[src/rtl/serial_adder_if.sv]
// Start/done handshake bundle for the bit-serial adder.
// The adder takes the slave side. The producer/consumer takes the master side.
interface serial_adder_if #(
  parameter int WIDTH = 8
);
  logic             start_valid;
  logic             start_ready;
  logic [WIDTH-1:0] a_in;
  logic [WIDTH-1:0] b_in;
  logic             cin;
  logic [WIDTH-1:0] sum_out;
  logic             cout;
  logic             ovf;
  logic             done_valid;
  logic             done_ready;
  logic             busy;

  modport master (
    output start_valid, a_in, b_in, cin, done_ready,
    input  start_ready, sum_out, cout, ovf, done_valid, busy
  );

  modport slave (
    input  start_valid, a_in, b_in, cin, done_ready,
    output start_ready, sum_out, cout, ovf, done_valid, busy
  );
endinterface

[src/rtl/serial_adder.sv]
// Bit-serial ripple adder, LSB first. A single full-adder cell is reused over
// WIDTH cycles to form sum = a + b + cin. The block reports the unsigned carry
// out and the signed overflow.
module serial_adder #(
  parameter int WIDTH = 8
) (
  input  logic           clk,
  input  logic           rst_n,
  serial_adder_if.slave  bus
);

  localparam int CNT_W = $clog2(WIDTH);

  typedef enum logic [1:0] {
    IDLE = 2'd0,
    RUN  = 2'd1,
    DONE = 2'd2
  } state_t;

  state_t state_q, state_d;

  logic [WIDTH-1:0] a_q, b_q, sum_q;
  logic             carry_q;
  logic [CNT_W-1:0] cnt_q;
  logic [WIDTH-1:0] sum_out_q;
  logic             cout_q, ovf_q;

  logic s_bit, c_next, last_bit, accept;

  // Full-adder cell on the current LSBs, plus handshake and last-bit qualifiers
  assign s_bit    = a_q[0] ^ b_q[0] ^ carry_q;
  assign c_next   = (a_q[0] & b_q[0]) | (carry_q & (a_q[0] ^ b_q[0]));
  assign last_bit = (cnt_q == CNT_W'(WIDTH - 1));
  assign accept   = (state_q == IDLE) && bus.start_valid;

  // State register
  always_ff @(posedge clk or negedge rst_n) begin
    if (!rst_n) begin
      state_q <= IDLE;
    end else begin
      // NOTE: registers take non-blocking assignments so every flop samples
      // pre-edge values, whatever order the blocks are evaluated in.
      state_q <= state_d;
    end
  end

  // Next-state logic
  always_comb begin
    // NOTE: state_d gets a default before the case. Any path left unassigned
    // would otherwise infer a latch.
    state_d = state_q;
    case (state_q)
      IDLE:    if (bus.start_valid) state_d = RUN;
      RUN:     if (last_bit)        state_d = DONE;
      DONE:    if (bus.done_ready)  state_d = IDLE;
      default:                      state_d = IDLE;
    endcase
  end

  // Handshake outputs decoded from the state
  always_comb begin
    bus.start_ready = (state_q == IDLE);
    bus.done_valid  = (state_q == DONE);
    bus.busy        = (state_q != IDLE);
  end

  // Datapath: operand capture, serial add, result hand-off
  always_ff @(posedge clk or negedge rst_n) begin
    if (!rst_n) begin
      a_q       <= '0;
      b_q       <= '0;
      sum_q     <= '0;
      carry_q   <= 1'b0;
      cnt_q     <= '0;
      sum_out_q <= '0;
      cout_q    <= 1'b0;
      ovf_q     <= 1'b0;
    end else if (accept) begin
      a_q     <= bus.a_in;
      b_q     <= bus.b_in;
      carry_q <= bus.cin;
      cnt_q   <= '0;
    end else if (state_q == RUN) begin
      a_q     <= a_q >> 1;
      b_q     <= b_q >> 1;
      sum_q   <= {s_bit, sum_q[WIDTH-1:1]};
      carry_q <= c_next;
      if (last_bit) begin
        // On the MSB edge carry_q holds the carry into the MSB. This is the
        // value left by the WIDTH-2 step, so no separate capture flop is used.
        sum_out_q <= {s_bit, sum_q[WIDTH-1:1]};
        cout_q    <= c_next;
        ovf_q     <= c_next ^ carry_q;
        cnt_q     <= '0;
      end else begin
        cnt_q <= cnt_q + CNT_W'(1);
      end
    end
  end

  assign bus.sum_out = sum_out_q;
  assign bus.cout    = cout_q;
  assign bus.ovf     = ovf_q;

endmodule

[src/flat_wrapper.sv]
// flat-port wrapper written by rule: the top's interface ports become plain ports
module serial_adder_flat 
#(
  parameter int WIDTH = 8
)
  (clk, rst_n, bus_start_valid, bus_a_in, bus_b_in, bus_cin, bus_done_ready, bus_start_ready, bus_sum_out, bus_cout, bus_ovf, bus_done_valid, bus_busy);
  serial_adder_if #(.WIDTH(WIDTH)) bus_i ();
  input  logic clk;
  input  logic rst_n;
  input wire logic [$bits(bus_i.start_valid)-1:0] bus_start_valid;
  input wire logic [$bits(bus_i.a_in)-1:0] bus_a_in;
  input wire logic [$bits(bus_i.b_in)-1:0] bus_b_in;
  input wire logic [$bits(bus_i.cin)-1:0] bus_cin;
  input wire logic [$bits(bus_i.done_ready)-1:0] bus_done_ready;
  output wire logic [$bits(bus_i.start_ready)-1:0] bus_start_ready;
  output wire logic [$bits(bus_i.sum_out)-1:0] bus_sum_out;
  output wire logic [$bits(bus_i.cout)-1:0] bus_cout;
  output wire logic [$bits(bus_i.ovf)-1:0] bus_ovf;
  output wire logic [$bits(bus_i.done_valid)-1:0] bus_done_valid;
  output wire logic [$bits(bus_i.busy)-1:0] bus_busy;
  assign bus_i.start_valid = bus_start_valid;
  assign bus_i.a_in = bus_a_in;
  assign bus_i.b_in = bus_b_in;
  assign bus_i.cin = bus_cin;
  assign bus_i.done_ready = bus_done_ready;
  assign bus_start_ready = bus_i.start_ready;
  assign bus_sum_out = bus_i.sum_out;
  assign bus_cout = bus_i.cout;
  assign bus_ovf = bus_i.ovf;
  assign bus_done_valid = bus_i.done_valid;
  assign bus_busy = bus_i.busy;
  serial_adder #(.WIDTH(WIDTH)) u_core (.clk(clk), .rst_n(rst_n), .bus(bus_i));
endmodule
[config.mk]
export PLATFORM = sky130hd
export DESIGN_NAME = serial_adder_flat
export DESIGN_NICKNAME = d
export VERILOG_FILES = /design/src/rtl/serial_adder_if.sv /design/src/rtl/serial_adder.sv /design/src/flat_wrapper.sv
export SDC_FILE = /design/constraint.sdc
export NUM_CORES = 1
export LEC_CHECK = 0
export CAP_MARGIN = 10
export CELL_PAD_IN_SITES_DETAIL_PLACEMENT = 1
export CELL_PAD_IN_SITES_GLOBAL_PLACEMENT = 2
export CORE_MARGIN = 5
export CORE_UTILIZATION = 36
export CTS_CLUSTER_SIZE = 20
export DETAILED_ROUTE_END_ITERATION = 16
export DONT_BUFFER_PORTS = 1
export PLACE_DENSITY_LB_ADDON = 0.05
export SLEW_MARGIN = 20
export SYNTH_ARGS = -nofsm -noshare
export SYNTH_HDL_FRONTEND = slang
export SYNTH_SLANG_ARGS = --single-unit
[constraint.sdc]
create_clock -name clk -period 1.45 [get_ports clk]
set_input_delay 0.29 -clock clk [delete_from_list [all_inputs] [get_ports clk]]
set_output_delay 0.29 -clock clk [all_outputs]
set_load 0.02 [all_outputs]
# Yosys cells after proc, flatten, opt, wreduce, memory -nomap -nowiden
# Cells that the tools add are included.
# totals
mem_count	0
latch_bits	0
ramBits	0
output_inout_bits	13
rom_bits	0
regBits	40
# classes
reduce_logical	7
n_eq_ne	6
div_mod_pow	0
n_bitwise	7
shift	0
addsub	1
magnitude_cmp	0
mul	0
n_mux	13
# ops
op	count
8-bit 2-to-1 mux	4
3-bit 2-to-1 mux	3
2-bit 2-to-1 mux	3
2-bit case mux with 3 select lines	1
3-bit AND reduction	2
2-bit != test, second input constant	2
2-bit nonzero test	2
3-bit by 1-bit adder with 3-bit output, second input constant	1
3-bit equality test, second input constant	1
1-bit bitwise XOR	3
1-bit AND	2
2-bit by 1-bit equality test with 1-bit output, second input constant	1
2-bit equality test, second input constant	1
2-bit logical NOT	1
1-bit 2-to-1 mux	2
2-bit by 1-bit != test with 1-bit output, second input constant	1
2-bit AND reduction	1
1-bit logical AND	1
1-bit NOT	1
1-bit OR	1

# Depth between registers and ports, before layout
# logic_depth
ltp_word	5
depth_mapped	6
depth_no_buf	5

# Least setup slack after synthesis
# Ideal clock, no wire load.
# synth_timing
path_kind	register -> register
from	reg u_core.cnt_q[0]
to	reg u_core.cout_q (netlist: u_core.bus.cout)
n_path_buf	1
slack_ns	0.001
t_required_ns	1.325
synth_period_minus_slack_ns	1.449
arrival_ns	1.324
path_stages_with_launch	6
setup_time_ns	0.125
path_cell_list	dfrtp_1 > ha_1 > ha_1 > nand3b_4 > buf_6 > mux2_4
# synth_via
elab_chain_cells	2
# synth_lines
element	line	source
start, declared	serial_adder.sv:24	logic [CNT_W-1:0] cnt_q;
start signal, assigned	serial_adder.sv:96	cnt_q <= cnt_q + CNT_W'(1);
3-bit equality test	serial_adder.sv:33	assign last_bit = (cnt_q == CNT_W'(WIDTH - 1));
3-bit AND reduction (no line)	--	
end signal, assigned	serial_adder.sv:92	cout_q <= c_next;
end, declared	serial_adder.sv:26	logic cout_q, ovf_q;
# No other way between the ends.
# A chain may end at the register's enable or synchronous reset.

# Worst setup path in the final report
# layout_timing
from	reg u_core.state_q[1]
to	out bus_done_valid
# layout_via
elab_chain_cells	1
# layout_lines
element	line	source
start, declared	serial_adder.sv:20	state_t state_q, state_d;
start signal, assigned	serial_adder.sv:43	state_q <= state_d;
2-bit equality test	serial_adder.sv:63	bus.done_valid = (state_q == DONE);
end, declared	flat_wrapper.sv:19	output wire logic [$bits(bus_i.done_valid)-1:0] bus_done_valid;
# No other way between the ends.

==> qor.yml <==
outcome: "finished, final reports clean"
netlist_area_um2: 1740
ys_seq_elements: 39
path_buf_inv: 3
antenna_found_initial: 0
startpoint_type: "flip-flop"
dieArea_um2: 6310
crit_slowest_cell: "dfrtp_1"
cts_tree: "built"
cts_buffers: 5
ys_seq_area_share_pct: 56.2
fmaxAchievable_ghz: 0.719
required_ns: 1.16
fin_crit_sh_pct: 96.0
syn_area_per_cell_um2: 12.2
dp_hpwl_um: 2600
hold_path_class: "input pin to flip-flop"
cp.arrival_ns: 1.10
netlist-cell-type-count: 28
htreeDepth: 2
worstMarginPinSlew_ns: 0.285
yosys_warnings: 0
vias: 1208
design_area_um2: 2020
rows: 25
power.total_mw: 4.63
skew_ns: 0.00629
area.growth.synth_to_final_pct: 16.6
wl_per_cell_um: 18.6
clockBufferDepth: 2
finalHoldViolCount: 0
path_clk_slew_ns: 0.07
grt_max_degree: 40
rsz0062_at_grt: "yes"
post-place-cells: 196
cap_violations: 0
max_slew_margin_pct: 81.0
p_per_area_nw_per_um2: 2290
grt_pass1_vias: 1306
drc: 0
drt-total-wl_um: 3960
final_core_util_pct: 43.1
drv_slew: 0
first_iter_violations: 64
synth_cells: 142
pre_cts_ws_ns: -0.0450
fin_crit_ns: 1.39
gr-total-overflow: 0
crit_family: "flip-flops"
synth_nets: 166
grt_pass1_wl_um: 6620
end_kind: "output port"
finalNonFillerCells: 213
worstPathCellList: "buf_6 > inv_2 > nor2_2 > buf_4"
clkLatencyLatePin_ns: 0.29
viasPerCell: 5.67
initial_core_util_pct: 37.0
worst-path-max-fanout: 8
ant_nets: 0
core_area_um2: 4690
setup_ws_ns: 0.0587
portBuffers: 0
ios: 34
p_leak_nw: 0.883
die_w_um: 79.4
worst-setup-path-type: "flip-flop to output port"
cts-root-buf: "clkbuf_8"
diodes: 0
place_congestion: 0.763
layout.nets: 182
grt_use_total_pct: 13.8
drt_pass1_iterations: 2
die_y_um: 79.4
setup_viol: 0
irDropWorstVdd_uv: 926
cp_slowest_stage_delay_ns: 0.40
drive_gt1_share_pct: 32.1
clkSinkCount: 39
dpl_cell_area_um2: 1810
## worst reg2reg max path, stage by stage, from the launching register on
cell      delay, ns
dfrtp_1        0.39
ha_2           0.20
ha_4           0.18
nand3b_4       0.15
mux2_2         0.35
## timing repair
action / 4_1_cts / 5_1_grt
pin swaps: 0 / 1
buffers inserted: 2 / 4
hold buffers: 2 / 0
gates cloned: 1 / 0
setup endpoints to repair: 12 / 3
resized for setup: 6 / 3
endpoints found under the hold margin: 39 / 0
## cells in the mapped netlist
master     instances  area share, %
a21o_1             1           0.43
a21oi_1           14            4.0
a22o_1             2            1.0
a2bb2oi_1          1           0.50
buf_2              7            2.0
buf_4              1           0.43
buf_6              2            1.3
dfrtp_1           39             56
fa_1               1            1.2
ha_1               2            1.4
inv_1              2           0.43
inv_2              1           0.22
mux2_2             9            5.8
mux2_4             7            6.1
nand2_1            4           0.86
nand2b_1           3            1.1
nand2b_2           1           0.50
nand3b_1           1           0.43
nand3b_4           1            1.2
nor2_1             5            1.1
nor2b_1            1           0.36
nor3_1             1           0.29
o21ai_0            5            1.4
o221a_2            1           0.65
o22ai_1           27            9.7
o31ai_1            1           0.43
or2_2              1           0.36
xnor2_1            1           0.50
## cell type report
cell class,instances,area (um^2)
Inverter,3,11.3
Fill cell,502,2670
Timing Repair Buffer,18,154
Clock buffer,6,72.6
Sequential cell,39,977
Clock inverter,2,12.5
Multi-Input combinational cell,91,728
Tap cell,54,67.6
## kinds of logic after synthesis
group                    count (synthesis)  share of synthesized area [%]
adder cells (fa/ha/maj)                  3                           2.60
buffers and inverters                   13                           4.40
AND/OR/NAND/NOR                         18                           6.13
AO/OA/AOI/OAI                           52                           18.2
XOR/XNOR                                 1                          0.505
multiplexers                            16                           11.9
flip-flops                              39                           56.2
## report_power, final
part	internal [mW]	total (mW)	leakage (nW)	switching, mW
clock network	0.336	0.705	0.0412	0.369
registers	1.61	2.20	0.460	0.588
logic	0.970	1.72	0.382	0.752
total	2.92	4.63	0.883	1.71
## final timing paths
| check | from | to | slack [ns] | cells past startpoint |
|---|---|---|---|---|
| setup / recovery | u_core.state_q[1] | bus_done_valid | 0.06 | 4 |
| hold / removal | bus_done_ready | u_core.state_q[1] | 0.09 | 1 |
| setup reg to reg | u_core.cnt_q[0] | u_core.bus.sum_out[0] | 0.06 | 4 |
| hold reg to reg | u_core.sum_q[1] | u_core.sum_q[1] | 0.51 | 1 |
| max in group asynchronous | rst_n | u_core.state_q[0] | 0.76 | 2 |
| min in group asynchronous | rst_n | u_core.bus.sum_out[5] | 0.48 | 2 |
## metrics by stage
step / hold WS, ns / TNS, ns
finish: 0.0935 / 0
global route: 0.0732 / -0.0253
global placement: -0.00450 / -0.00452
detailed placement: -0.00444 / -0.0873
floorplan: -0.00559 / 0
CTS: 0.0784 / 0
## layout by cell type (no fill, tap or decap), drive strengths merged, types with 2 or more instances in the layout
master / count
clkbuf: 6
a21oi: 14
o22ai: 27
dfrtp: 39
nand3b: 3
ha: 2
inv: 3
o21ai: 5
nor2: 5
nand2: 4
nand2b: 4
buf: 17
a22o: 2
mux2: 16
## metal layers
layer	share of wire [%]	vias to the layer above	global-route usage, %
li1	-	563	-
met1	46	607	17.6
met2	47	31	21.7
met3	5.4	7	4.63
met4	1.4	0	5.15
met5	0	-	0
## sequential cells by signal (all words and copies together), names as in the netlist, 2 cells and up
signal              count
u_core.b_q              8
u_core.sum_q            7
u_core.state_q          2
u_core.a_q              8
u_core.bus.sum_out      8
u_core.cnt_q            3
Power figures use the tool's default switching activity.
